**src/rtl/rca_result_checker_sat_counter.sv**
```systemverilog
// Saturating up-counter with synchronous clear; holds at all-ones.
module sat_counter #(
   parameter int unsigned CNT_W = 16
) (
   input  logic             clk,
   input  logic             rst,
   input  logic             inc,
   input  logic             clr,
   output logic [CNT_W-1:0] q
);

   // Clear has priority over increment; increment stops at the saturation value.
   always_ff @(posedge clk or posedge rst) begin
      if (rst) begin
         q <= '0;
      end else if (clr) begin
         q <= '0;
      end else if (inc && (q != '1)) begin
         q <= q + {{(CNT_W-1){1'b0}}, 1'b1};
      end
   end

endmodule

```
**config.mk**
```make
export PLATFORM = sky130hd
export DESIGN_NAME = sat_counter
export DESIGN_NICKNAME = d
export VERILOG_FILES = /design/src/rtl/rca_result_checker_sat_counter.sv
export SDC_FILE = /design/constraint.sdc
export NUM_CORES = 1
export LEC_CHECK = 0
export ABC_AREA = 1
export CORE_UTILIZATION = 46
export CTS_CLUSTER_SIZE = 20
export DETAILED_ROUTE_END_ITERATION = 6
export GPL_TIMING_DRIVEN = 1
export PLACE_DENSITY = 0.74
export SETUP_SLACK_MARGIN = 0.2
export SLEW_MARGIN = 10
export SYNTH_ARGS = -nofsm -noshare
export SYNTH_HDL_FRONTEND = slang
export SYNTH_SLANG_ARGS = --single-unit
```
**constraint.sdc**
```tcl
create_clock -name clk -period 1.38 [get_ports clk]
set_input_delay 0.138 -clock clk [delete_from_list [all_inputs] [get_ports clk]]
set_output_delay 0.138 -clock clk [all_outputs]
set_load 0.02 [all_outputs]
```
==> flow_metrics.py, run 1 <==
metrics = {
    "timing": {
        "timing.fmax_mhz": 692,
        "setup_violations": 15,
        "whs_ns": 0.184,
        "slew_violations": 0,
        "fin_crit_ns": 1.45,
        "clock_skew_ns": 0.00578,
        "postLayoutSetupSlackWorst_ns": -0.0656,
        "worstMarginPinSlew_ns": 0.474,
        "setup_total_negative_slack_ns": -0.521,
        "rsz0062_at_grt": "yes",
        "worst_slew_margin_rel": 0.684,
        "hold_viol_final": 0,
        "post-route-period-util": 1.05,
    },
    "cts": {
        "cts_tree": "done",
        "cts_max_path_buffers": 2,
        "clock-sinks": 16,
        "cts_buffers": 3,
        "clkSlewWorstSetupHoldPaths_ns": 0.10,
        "cts_root_buffer": "clkbuf_4",
        "insertion_delay_ns": 0.29,
        "cts_hold_buf": 0,
        "htree_levels": 1,
    },
    "cells_and_area": {
        "layout.cells.non_filler": 240,
        "fin_util": 0.738,
        "fill_cells": 188,
        "layout.nets": 218,
        "area_growth_pct": 50.6,
        "top_register": "q",
        "n_antenna_cell": 0,
        "largest_reg_flops": 16,
        "drive_gt1_frac": 0.420,
        "reg_top3": "q (16)",
    },
    "grt": {
        "grt.overflow.total": 0,
        "grt_pass1_wl_um": 5360,
        "grt_pass1_vias": 1253,
        "grt_max_degree": 17,
        "track_usage": 0.281,
        "antenna_found_initial": 0,
    },
    "setup_path": {
        "end_kind": "flop",
        "worstRegToRegCells": 10,
        "crit_type": "flop to flop",
        "setup.worst_path.start_class": "flop",
        "rr_endpoint": "q[12]",
        "critPathRequiredTime_ns": 1.61,
        "worst-r2r-setup-slack_ns": -0.07,
        "cp_data_arrival_time_ns": 1.68,
        "r2r_start": "q[0]",
        "crit_fanout": 8,
    },
    "floorplanning": {
        "ioPinCount": 20,
        "dieArea_um2": 2550,
        "start_util": 0.490,
        "core_um2": 2210,
        "core.rowCount": 17,
        "die_y_um": 50.5,
        "die-width_um": 50.5,
    },
    "power_and_ir_drop": {
        "leakage_nw": 0.927,
        "clockPowerShare": 0.347,
        "seqPwrFrac": 0.522,
        "comb_power_share": 0.131,
        "power.switching_uw": 233,
        "vdd_ir_drop_max_mv": 0.510,
        "p_int_uw": 688,
        "power-per-cell-area_nw_per_um2": 564,
        "switching_share": 0.253,
    },
    "run_status": {
        "outcome": "finished with violations",
        "violations": "setup timing",
    },
    "logic_synthesis": {
        "ys_types": 24,
        "ys_seq_elements": 16,
        "synth_cells": 159,
        "ys_top_cells_by_area": "dfrtp_1, nand2_1, nand4_1, nand3_1, inv_1",
        "yosysTopAreaCell": "dfrtp_1",
        "synth_nets": 164,
        "syn_area_um2": 1080,
        "yosysWarnings": 0,
        "syn_area_per_cell_um2": 6.81,
        "ys_seq_area_frac": 0.370,
        "yosys.area.top_type_share": 0.370,
    },
    "placement": {
        "dp_worst_setup_slack_ns": -0.101,
        "place_inst": 231,
        "gp_congestion": 0.891,
        "place.detailed.hpwl_um": 2220,
        "port-buffer-count": 19,
    },
    "job": {
        "cap_violations": 0,
    },
    "detailed_routing": {
        "drt.antenna.violating_nets": 0,
        "avgViaCountPerCell": 5.24,
        "routed_wl_um": 3260,
        "routedWlPerCell_um": 13.6,
        "first_pass_iters": 4,
        "drtIter0Drc": 36,
        "post-route-drc-count": 0,
        "vias": 1257,
    },
    "worst_hold_path": {
        "hp-class": "input port to async pin",
    },
}
[cell families (layout without fill, tap and decap cells)]
group | count (synthesis) | in the layout | synth area share
buf+inv | 21 | 74 | 0.0808
xor+xnor | 4 | 4 | 0.0323
compound gates | 3 | 3 | 0.0138
simple gates | 114 | 114 | 0.492
fa+ha+maj | 1 | 1 | 0.0115
flops | 16 | 16 | 0.370
[worst max path at each step]
stage	startpoint	to	slack, ns	cells after the start
2_1_floorplan	q[1]	q[12]	-0.16	10
3_3_place_gp	q[1]	q[4]	-0.05	9
3_5_place_dp	q[1]	q[4]	-0.10	9
4_1_cts	q[0]	q[12]	-0.03	9
5_1_grt	q[0]	q[12]	-0.16	9
6_report	q[0]	q[12]	-0.07	10
[area by class of cell]
class                      count  area, um2  share of cell area
clock buffer                   4       36.3              0.0222
inverter                      18       67.6              0.0414
multi-input combinational    122        688               0.422
sequential                    16        405               0.248
tap                           28       35.0              0.0215
timing repair buffer          52        399               0.245
[per-stage QoR]
| stage | area, um2 | total power, mW |
|---|---|---|
| finish | 1630 | 0.921 |
| detailed placement | 1520 | 0.591 |
| floorplan | 1110 | 0.543 |
| CTS | 1580 | 0.923 |
| global placement | 1520 | 0.588 |
| global route | 1630 | 0.956 |
[Yosys cell counts]
cell type  number
inv_2           1
nand2_2         1
buf_2           1
nand3_1        12
clkinv_1        1
nand4_1        11
xor2_1          2
ha_1            1
o21ai_0         1
inv_1          16
nor3_1          1
nand2_4         1
xnor2_1         2
nand2_1        64
nor2_4          3
nor2_8          1
buf_6           1
nor2_2          2
nand3b_1        2
buf_1           1
o21ai_1         1
nor2_1         16
a21oi_1         1
dfrtp_1        16
[timing repair]
item | 4_1_cts | 5_1_grt
pin swaps | 7 | 6
gates resized for setup | 85 | 22
buffers inserted | 3 | 1
gates cloned | 1 | 0
endpoints found under the setup margin | 32 | 22
[layer usage]
layer / wire length (um) / vias to the layer above / track usage
met1: 1280 / 589 / 0.325
met3: 154 / 16 / 0.0333
met4: 131 / 0 / 0.162
met5: 0 / - / 0
met2: 1690 / 44 / 0.496
li1: - / 608 / -
[cell usage in the layout, fill, tap and decap left out, types with 2 or more instances in the layout]
cell and instances:
nor2_2 5, xor2_1 2, clkbuf_4 3, buf_4 32, buf_2 10, buf_6 7
nor2_1 11, inv_1 16, clkdlybuf4s50_1 3, dfrtp_2 4, nand2_4 4, dfrtp_1 12
nor2_4 5, o21ai_1 2, nand3_1 12, nand2_1 47, nand3b_1 2, xnor2_1 2
nand4_1 11, nand2_2 15
[power groups by stage]
stage               clock network (mW)  logic, mW  registers (mW)
floorplan                            0     0.0451           0.498
global placement                     0     0.0994           0.489
detailed placement                   0      0.101           0.489
CTS                              0.328      0.114           0.480
global route                     0.344      0.131           0.481
finish                           0.320      0.120           0.481
[worst max-delay path, stage by stage, from the launching register on]
cell,delay [ns]
dfrtp_2,0.40
ha_4,0.15
nand2_4,0.06
nor2_8,0.12
nand2_4,0.06
nor2_4,0.12
nor2_4,0.06
nor2_4,0.10
buf_6,0.16
nand2_2,0.05
nand2_1,0.07
Power figures use the tool's default switching activity.
==> run 2, diff against run 1 <==
==> constraint.sdc (replaced) <==
create_clock -name clk -period 1.38 [get_ports clk]
set_input_delay 0.345 -clock clk [delete_from_list [all_inputs] [get_ports clk]]
set_output_delay 0.345 -clock clk [all_outputs]
set_load 0.02 [all_outputs]
==> flow_metrics.py, run 2 (synthesized netlist as in run 1, its figures left out) <==
metrics = {
    "run_status": {
        "outcome": "finished with violations",
        "violations": "setup timing",
    },
    "timing": {
        "post-route-period-util": 1.06,
        "postLayoutSetupSlackWorst_ns": -0.0850,
        "worstMarginPinSlew_ns": 0.233,
        "hold_viol_final": 0,
        "clock_skew_ns": 0.00320,
        "rsz0062_at_grt": "yes",
        "slew_violations": 0,
        "fin_crit_ns": 1.47,
        "timing.fmax_mhz": 683,
        "setup_violations": 18,
        "worst_slew_margin_rel": 0.844,
    },
    "placement": {
        "place_area_um2": 1570,
        "port-buffer-count": 19,
        "dp_worst_setup_slack_ns": -0.164,
        "gp_congestion": 0.895,
        "place.detailed.hpwl_um": 2240,
    },
    "floorplanning": {
        "start_util": 0.490,
        "core_um2": 2210,
        "die_y_um": 50.5,
        "core.rowCount": 17,
        "die-width_um": 50.5,
        "dieArea_um2": 2550,
        "ioPinCount": 20,
    },
    "power_and_ir_drop": {
        "finalPower_uw": 882,
        "vdd_ir_drop_max_mv": 0.496,
        "leakage_nw": 0.986,
        "p_int_uw": 650,
        "power-per-cell-area_nw_per_um2": 490,
        "power.switching_uw": 232,
        "seqPwrFrac": 0.546,
        "switching_share": 0.263,
        "comb_power_share": 0.162,
        "clockPowerShare": 0.291,
    },
    "cells_and_area": {
        "top_register": "q",
        "fin_util": 0.814,
        "drive_gt1_frac": 0.388,
        "n_antenna_cell": 0,
        "stdcell_area_um2": 1800,
        "largest_reg_flops": 16,
        "final_common_cell": "nand2_1",
        "layout.nets": 234,
        "final_cell_mix": "nand2_1, buf_4, buf_6",
        "reg_top3": "q (16)",
        "area_growth_pct": 66.2,
    },
    "cts": {
        "htree_levels": 1,
        "cts_buffers": 3,
        "clkSlewWorstSetupHoldPaths_ns": 0.10,
        "cts_max_path_buffers": 2,
        "insertion_delay_ns": 0.29,
        "clock-sinks": 16,
        "cts_tree": "done",
        "cts_root_buffer": "clkbuf_4",
    },
    "detailed_routing": {
        "first_pass_iters": 4,
        "routed_wl_um": 3400,
        "drt.antenna.violating_nets": 0,
        "vias": 1285,
        "avgViaCountPerCell": 5.04,
        "post-route-drc-count": 0,
        "routedWlPerCell_um": 13.3,
        "drtIter0Drc": 30,
    },
    "grt": {
        "grt.overflow.total": 0,
        "antenna_found_initial": 0,
        "grt_pass1_vias": 1204,
        "track_usage": 0.282,
        "grt_pass1_wl_um": 5290,
        "grt_max_degree": 17,
    },
    "setup_path": {
        "crit_type": "flop to flop",
        "setup.worst_path.start_class": "flop",
        "critPathRequiredTime_ns": 1.62,
        "end_kind": "flop",
        "cp_data_arrival_time_ns": 1.70,
        "crit_fanout": 14,
    },
    "worst_hold_path": {
        "hp-class": "input port to async pin",
    },
    "job": {
        "cap_violations": 0,
    },
}
## run 2: power groups by stage
| stage | clock [mW] | combinational [mW] | sequential [mW] |
|---|---|---|---|
| final | 0.257 | 0.143 | 0.482 |
| after global routing | 0.278 | 0.154 | 0.482 |
| after CTS | 0.259 | 0.128 | 0.482 |
| after detailed placement | 0 | 0.112 | 0.492 |
| after global placement | 0 | 0.110 | 0.491 |
| after floorplan | 0 | 0.0451 | 0.498 |
## run 2: stage by stage
stage / std cells / hold WS (ns) / TNS, ns
finish: 255 / 0.356 / -1.27
floorplan: 159 / 0.259 / -1.84
CTS: 243 / 0.359 / -1.16
global route: 255 / 0.396 / -2.37
detailed placement: 235 / 0.558 / -2.50
global placement: 235 / 0.540 / -2.23
## run 2: routing by layer
metal  routed length [um]  GRT usage  up-vias
met1                 1460      0.337      609
met5                    0          0        -
met2                 1770      0.482       32
li1                     -          -      637
met4                   75      0.157        0
met3                   94     0.0364        7
## run 2: path summary, 6_finish.rpt
check,from,endpoint,slack (ns),cells past startpoint
max in group asynchronous,rst,q[0],0.82,3
min,rst,q[5],0.36,3
min in group clk,q[12],q[12],0.66,3
max reg2reg,q[1],q[3],-0.09,10
min reg2reg,q[12],q[12],0.66,3
max,q[1],q[3],-0.09,10
## run 2: repair_timing
action	in CTS	in global routing
setup buffers	5	12
hold buffers	0	0
resized for setup	93	20
pin swaps	0	1
setup endpoints to repair	32	32
## run 2: cell type report
class | instances | area (um2)
multi-input combinational | 122 | 642
timing repair buffer | 68 | 629
sequential | 16 | 404
tap | 28 | 35.0
clock buffer | 3 | 22.5
inverter | 18 | 67.6
fill | 143 | 412
## run 2: critical path: stages, from the launching register on
cell and delay (ns):
dfrtp_2 0.41, ha_4 0.16, nand2_4 0.06, nor2_8 0.12
nand2_4 0.07, nor2_4 0.12, nor2_4 0.06, nor2_4 0.13
buf_12 0.15, nand2_1 0.05, nand2_1 0.06
